<file path="src/rtl/axi_line_arbiter.sv">
// axi_line_arbiter: shares one cache-line AXI engine between the icache and
// the dcache. One transaction at a time; the winner's address, write line,
// op and owner are latched, and the completion pulse plus read line are
// routed back to the owner only.
module axi_line_arbiter #(
  parameter int unsigned LINE_WORDS = 8,
  parameter int unsigned ADDR_W     = 32,
  parameter int unsigned FIXED_PRIO = 0
) (
  input  logic                       aclk,
  input  logic                       aresetn,
  input  logic                       i_rd_req,
  input  logic [ADDR_W-1:0]          i_addr,
  output logic                       i_gnt,
  output logic [LINE_WORDS*32-1:0]   i_rd_line,
  input  logic                       d_rd_req,
  input  logic                       d_wr_req,
  input  logic [ADDR_W-1:0]          d_addr,
  input  logic [LINE_WORDS*32-1:0]   d_wr_line,
  output logic                       d_gnt,
  output logic [LINE_WORDS*32-1:0]   d_rd_line,
  output logic                       m_rd_req,
  output logic                       m_wr_req,
  output logic [ADDR_W-1:0]          m_addr,
  output logic [LINE_WORDS*32-1:0]   m_wr_line,
  input  logic                       m_gnt,
  input  logic [LINE_WORDS*32-1:0]   m_rd_line,
  output logic                       busy,
  output logic [1:0]                 owner
);

  localparam int unsigned LW = LINE_WORDS * 32;

  typedef enum logic [1:0] {S_IDLE, S_BUSY, S_DONE} state_e;

  state_e            state_q, state_d;
  logic              last_d_q, last_d_d;   // 1: dcache owned the last transaction
  logic              op_wr_q, op_wr_d;
  logic [1:0]        own_q, own_d;         // 01 icache, 10 dcache
  logic [ADDR_W-1:0] addr_q, addr_d;
  logic [LW-1:0]     wline_q, wline_d;

  logic i_cand, d_cand, pick_d, gnt_v;

  assign i_cand = i_rd_req;
  assign d_cand = d_rd_req | d_wr_req;
  // D wins if alone, under fixed priority, or when I was served last.
  assign pick_d = d_cand & (~i_cand | (FIXED_PRIO != 0) | ~last_d_q);

  // State and transaction latches.
  always_ff @(posedge aclk or negedge aresetn) begin
    if (!aresetn) begin
      state_q  <= S_IDLE;
      last_d_q <= 1'b0;
      op_wr_q  <= 1'b0;
      own_q    <= '0;
      addr_q   <= '0;
      wline_q  <= '0;
    end else begin
      state_q  <= state_d;
      last_d_q <= last_d_d;
      op_wr_q  <= op_wr_d;
      own_q    <= own_d;
      addr_q   <= addr_d;
      wline_q  <= wline_d;
    end
  end

  // Next state: arbitrate in IDLE, wait for engine completion in BUSY.
  always_comb begin
    state_d  = state_q;
    last_d_d = last_d_q;
    op_wr_d  = op_wr_q;
    own_d    = own_q;
    addr_d   = addr_q;
    wline_d  = wline_q;
    case (state_q)
      S_IDLE: begin
        if (i_cand || d_cand) begin
          state_d = S_BUSY;
          if (pick_d) begin
            // A pending write-back goes first; the read is re-arbitrated later.
            own_d   = 2'b10;
            op_wr_d = d_wr_req;
            addr_d  = d_addr;
            if (d_wr_req) wline_d = d_wr_line;
          end else begin
            own_d   = 2'b01;
            op_wr_d = 1'b0;
            addr_d  = i_addr;
          end
        end
      end
      S_BUSY: begin
        if (m_gnt) begin
          state_d  = S_DONE;
          last_d_d = own_q[1];
        end
      end
      S_DONE:  state_d = S_IDLE;
      default: state_d = S_IDLE;
    endcase
  end

  // Outputs: engine requests from latched op, gnt routed to the owner only.
  always_comb begin
    busy      = (state_q != S_IDLE);
    owner     = busy ? own_q : 2'b00;
    m_rd_req  = (state_q == S_BUSY) & ~op_wr_q;
    m_wr_req  = (state_q == S_BUSY) &  op_wr_q;
    m_addr    = addr_q;
    m_wr_line = wline_q;
    gnt_v     = (state_q == S_BUSY) & m_gnt;
    i_gnt     = gnt_v & (own_q == 2'b01);
    d_gnt     = gnt_v & (own_q == 2'b10);
    i_rd_line = i_gnt ? m_rd_line : '0;
    d_rd_line = d_gnt ? m_rd_line : '0;
  end

endmodule

</file>
<file path="config.mk">
export PLATFORM = sky130hd
export DESIGN_NAME = axi_line_arbiter
export DESIGN_NICKNAME = d
export VERILOG_FILES = /design/src/rtl/axi_line_arbiter.sv
export SDC_FILE = /design/constraint.sdc
export NUM_CORES = 1
export LEC_CHECK = 0
export CORE_AREA = 3 3 545 547
export DETAILED_ROUTE_END_ITERATION = 16
export DIE_AREA = 0 0 548 550
export GPL_TIMING_DRIVEN = 0
export SLEW_MARGIN = 20
export SYNTH_ARGS = -nofsm -noshare
export SYNTH_HDL_FRONTEND = slang
export SYNTH_SLANG_ARGS = --single-unit
</file>
<file path="constraint.sdc">
create_clock -name aclk -period 4.79 [get_ports aclk]
set_input_delay 0.7185 -clock aclk [delete_from_list [all_inputs] [get_ports aclk]]
set_output_delay 0.7185 -clock aclk [all_outputs]
set_load 0.005 [all_outputs]
</file>
==> results <==
==> registers in the layout, summed over array words and instances, names as in the netlist <==
register / count
m_wr_line: 256
m_addr: 32
own_q: 2
state_q: 2
last_d_q: 1
op_wr_q: 1
==> layer usage <==
layer  GRT usage  vias to the layer above  wire, um
met2       0.193                     1469     85300
met3      0.0882                      298     33200
met5     0.00766                        -       464
met4      0.0387                       22      7030
met1       0.156                     8267     82900
li1            -                     6976         -
==> final cells by class <==
| class | count | area, sq um | area share |
|---|---|---|---|
| repair buffers | 1395 | 14000 | 0.399 |
| flip-flops and latches | 294 | 7360 | 0.209 |
| multi-input cells | 851 | 6980 | 0.198 |
| well taps | 3919 | 4900 | 0.139 |
| clock buffers | 47 | 972 | 0.0276 |
| plain buffers | 90 | 599 | 0.0170 |
| clock inverters | 16 | 248 | 0.00703 |
| diodes | 43 | 108 | 0.00305 |
| inverters | 4 | 15.0 | 0.000426 |
==> synth_stat cells (all sizes together) <==
cell,number,area share
o2bb2ai,1,0.0010
inv,4,0.0010
nor3,1,0.0011
nand3,1,0.00067
o21ai,2,0.00067
mux2,321,0.24
buf,43,0.026
nand2b,1,0.00042
nand2,2,0.00050
dfrtp,294,0.49
nor2b,1,0.00042
and2,512,0.21
o31a,1,0.00059
o21bai,1,0.00050
nand3b,1,0.0013
nor3b,1,0.0013
nor2,4,0.0015
clkbuf,48,0.014
mux2i,1,0.00067
==> power breakdown <==
group          internal, mW  switching [mW]
Combinational          4.79            4.99
Sequential             3.77           0.845
Clock                  1.68            1.29
==> worst max-delay path by stage <==
stage	from	endpoint	slack, ns	cells past startpoint
2_1_floorplan	m_gnt	i_rd_line[216]	2.52	5
3_3_place_gp	aresetn	m_wr_line[101]$_DFFE_PN0P_	-10.61	1
3_5_place_dp	m_gnt	d_rd_line[87]	0.03	8
4_1_cts	m_gnt	d_rd_line[87]	0.04	8
5_1_grt	m_gnt	d_rd_line[18]	0.02	8
6_report	m_gnt	d_rd_line[18]	0.17	8
==> logic make-up after synthesis <==
family                 Yosys count
AND/OR/NAND/NOR                524
multiplexers                   322
flip-flops                     294
buffers and inverters           95
AO/OA/AOI/OAI                    5
==> repair_timing <==
item                                    4_1_cts  5_1_grt
endpoints found under the setup margin        0        1
hold buffers                                  1        0
endpoints found under the hold margin        50        0
==> results.rst <==
.. list-table::
   :header-rows: 1

   * - Metric
     - Value
   * - Status
     - complete, no violations
   * - Antenna violations before repair
     - 165
   * - Antenna violation net count after detailed routing
     - 0
   * - Max FO, Critical Path
     - 19
   * - Hold-critical path endpoint
     - m_wr_line[171]$_DFFE_PN0P_
   * - Data required time at the worst endpoint
     - 4.07 ns
   * - Cell area after layout
     - 0.0352 sq mm
   * - Wire length reported by the detailed router
     - about 210000 um
   * - Count of mapped cells out of synthesis
     - around 1200
   * - Syn_nets
     - 1822
   * - Worst setup EP type
     - primary output
   * - Final critical path time including I/O delays and setup
     - 4.62 ns
   * - Final Max Tran Viols
     - 0
   * - Critical path class
     - in2out
   * - Largest family of logic cells by synthesized area
     - multiplexers
   * - Data arrival at the endpoint of the critical path
     - 3.90 ns
   * - Global-route usage over all layers
     - 0.132
   * - FF+latch count, synth
     - 294
   * - Routed WL per cell
     - 31.4 um
   * - Most common cell after layout, fill and taps aside
     - clkdlybuf4s50_1
   * - Crit-path leading delay family
     - buffers and inverters
   * - First-pass GRT wire length
     - between 200000 and 250000 um
   * - Static Leakage
     - between 10 and 15 nW
   * - Critical R2R Launch
     - last_d_q$_DFFE_PN0P_
   * - DRC Markers
     - 0
   * - Max rail drop VDD
     - between 0.3 and 0.4 mV
   * - Buffer levels on the longest clock path
     - 3
   * - Number of I/O pins
     - 1389
   * - Post-layout power
     - 17.4 mW
   * - Final number of hold-violating endpoints
     - 0
   * - Critical Path, Cell by Cell
     - clkdlybuf4s50_1, nand3b_4, nor3_4, buf_16, buf_4, clkbuf_1, and2_1, clkdlybuf4s50_1
   * - Number of setup buffers added after CTS
     - 0
   * - Setup repair after global routing missed its margin
     - false
   * - Synthesized-area fraction occupied by xor and xnor cells
     - 0
   * - Power per Cell Area
     - just under 500 mW/mm^2
   * - YS warnings
     - 0
   * - Worst Setup Slack post-DPL
     - 0.0343 ns
   * - DIE AREA
     - ~0.30 sq mm
   * - Ratio of routed vias to standard cells
     - 2.56
   * - Worst hold slack
     - 0.494 ns
   * - Instance count after placement with tap cells included
     - 6553
   * - Post-Syn Area per Cell
     - 12.1 sq um
   * - Maximum clock frequency
     - 216 MHz
   * - Chip width
     - 548 um
   * - Slew margin rel.
     - 0.299
   * - Number of clock sinks
     - 294
   * - Hold Crit Depth
     - 1
   * - Number of nets in the finished design
     - roughly 3300
   * - Area growth from synthesis to layout
     - 136%
   * - Post-CTS Resized
     - 0
   * - Slowest cell on the critical path
     - clkdlybuf4s50_1
   * - Starting density of the core
     - 0.0510
   * - Placeable core area
     - 0.293 sq mm
   * - Worst clock skew
     - 0.0392 ns
   * - Sequential cell area fraction in the yosys report
     - 0.492
   * - TritonCTS clock tree
     - done
   * - Slowest Stage Delay on Critical Path
     - between 0.7 and 0.8 ns
   * - Overall overflow remaining after global route
     - 0
   * - Post-Synth Simple-Gate Area
     - 0.221
   * - Number of max-cap violations
     - 0
   * - Total number of H-tree levels
     - 2
   * - DR vias
     - 17000
   * - Non-Filler Instances
     - 6659
   * - Number of placement rows
     - just under 200
   * - HP Start
     - m_wr_line[171]$_DFFE_PN0P_
   * - Slew of the pin with the lowest slew margin
     - 1.05 ns
   * - Combined buffer and inverter count along the critical path
     - 5
   * - Final period util
     - 0.965
   * - Mux share of post-synthesis cell area
     - 0.242
   * - Placement-stage cell area
     - 0.0339 sq mm
   * - Clock slew at reported path FFs
     - around 0.060 ns
   * - Number of DRC markers after the initial detailed-route iteration
     - 948
   * - Most frequent cell on the critical path
     - clkdlybuf4s50_1
   * - Number of clock buffers inserted by TritonCTS
     - 36
   * - Maximum number of pins on one net before global-route repair
     - 95
   * - Reg-to-reg slack, setup
     - 2.28 ns
   * - Clk Tree Root Cell
     - clkbuf_16
   * - Adder and majority cell fraction of the synthesized area
     - 0
   * - Post-synthesis cell area
     - 0.0150 sq mm
   * - Post-route setup slack
     - roughly 0.17 ns
   * - Number of failing setup endpoints in the final timing report
     - 0
   * - Reg-to-reg critical path endpoint
     - m_addr[10]$_DFFE_PN0P_
   * - Total iterations of the first detailed-routing run
     - 5
   * - Number of distinct standard cells referenced by the synthesized netlist
     - 24
   * - Summed negative setup slack over all endpoints
     - 0 ns
   * - Number of global-route vias before repair
     - 17500
   * - Port Buf Inserts
     - between 1000 and 1500
   * - Path depth of the worst reg2reg path
     - 4
   * - Fraction of layout cells with a size suffix above 1
     - 0.154
   * - Crit path launch type
     - input port
   * - Fill cell instance count of the final layout
     - approximately 33000
   * - RePlAce Congestion
     - 0.979
   * - Worst hold-check path type
     - reg2reg
   * - Area fraction in compound gates after synthesis
     - 0.00276
   * - Most used cells in the layout excluding fill and tap cells
     - 1387 x clkdlybuf4s50_1, 512 x and2_1, 294 x dfrtp_1, 280 x mux2_2, 41 x mux2_1
   * - Detailed-placement wirelength estimate
     - 193000 um
   * - Chip Height
     - ~550 um
   * - Utilization after layout
     - 0.120
   * - Clock Latency Late Sink
     - between 0.6 and 0.7 ns
(Power assumes the default switching activity.)
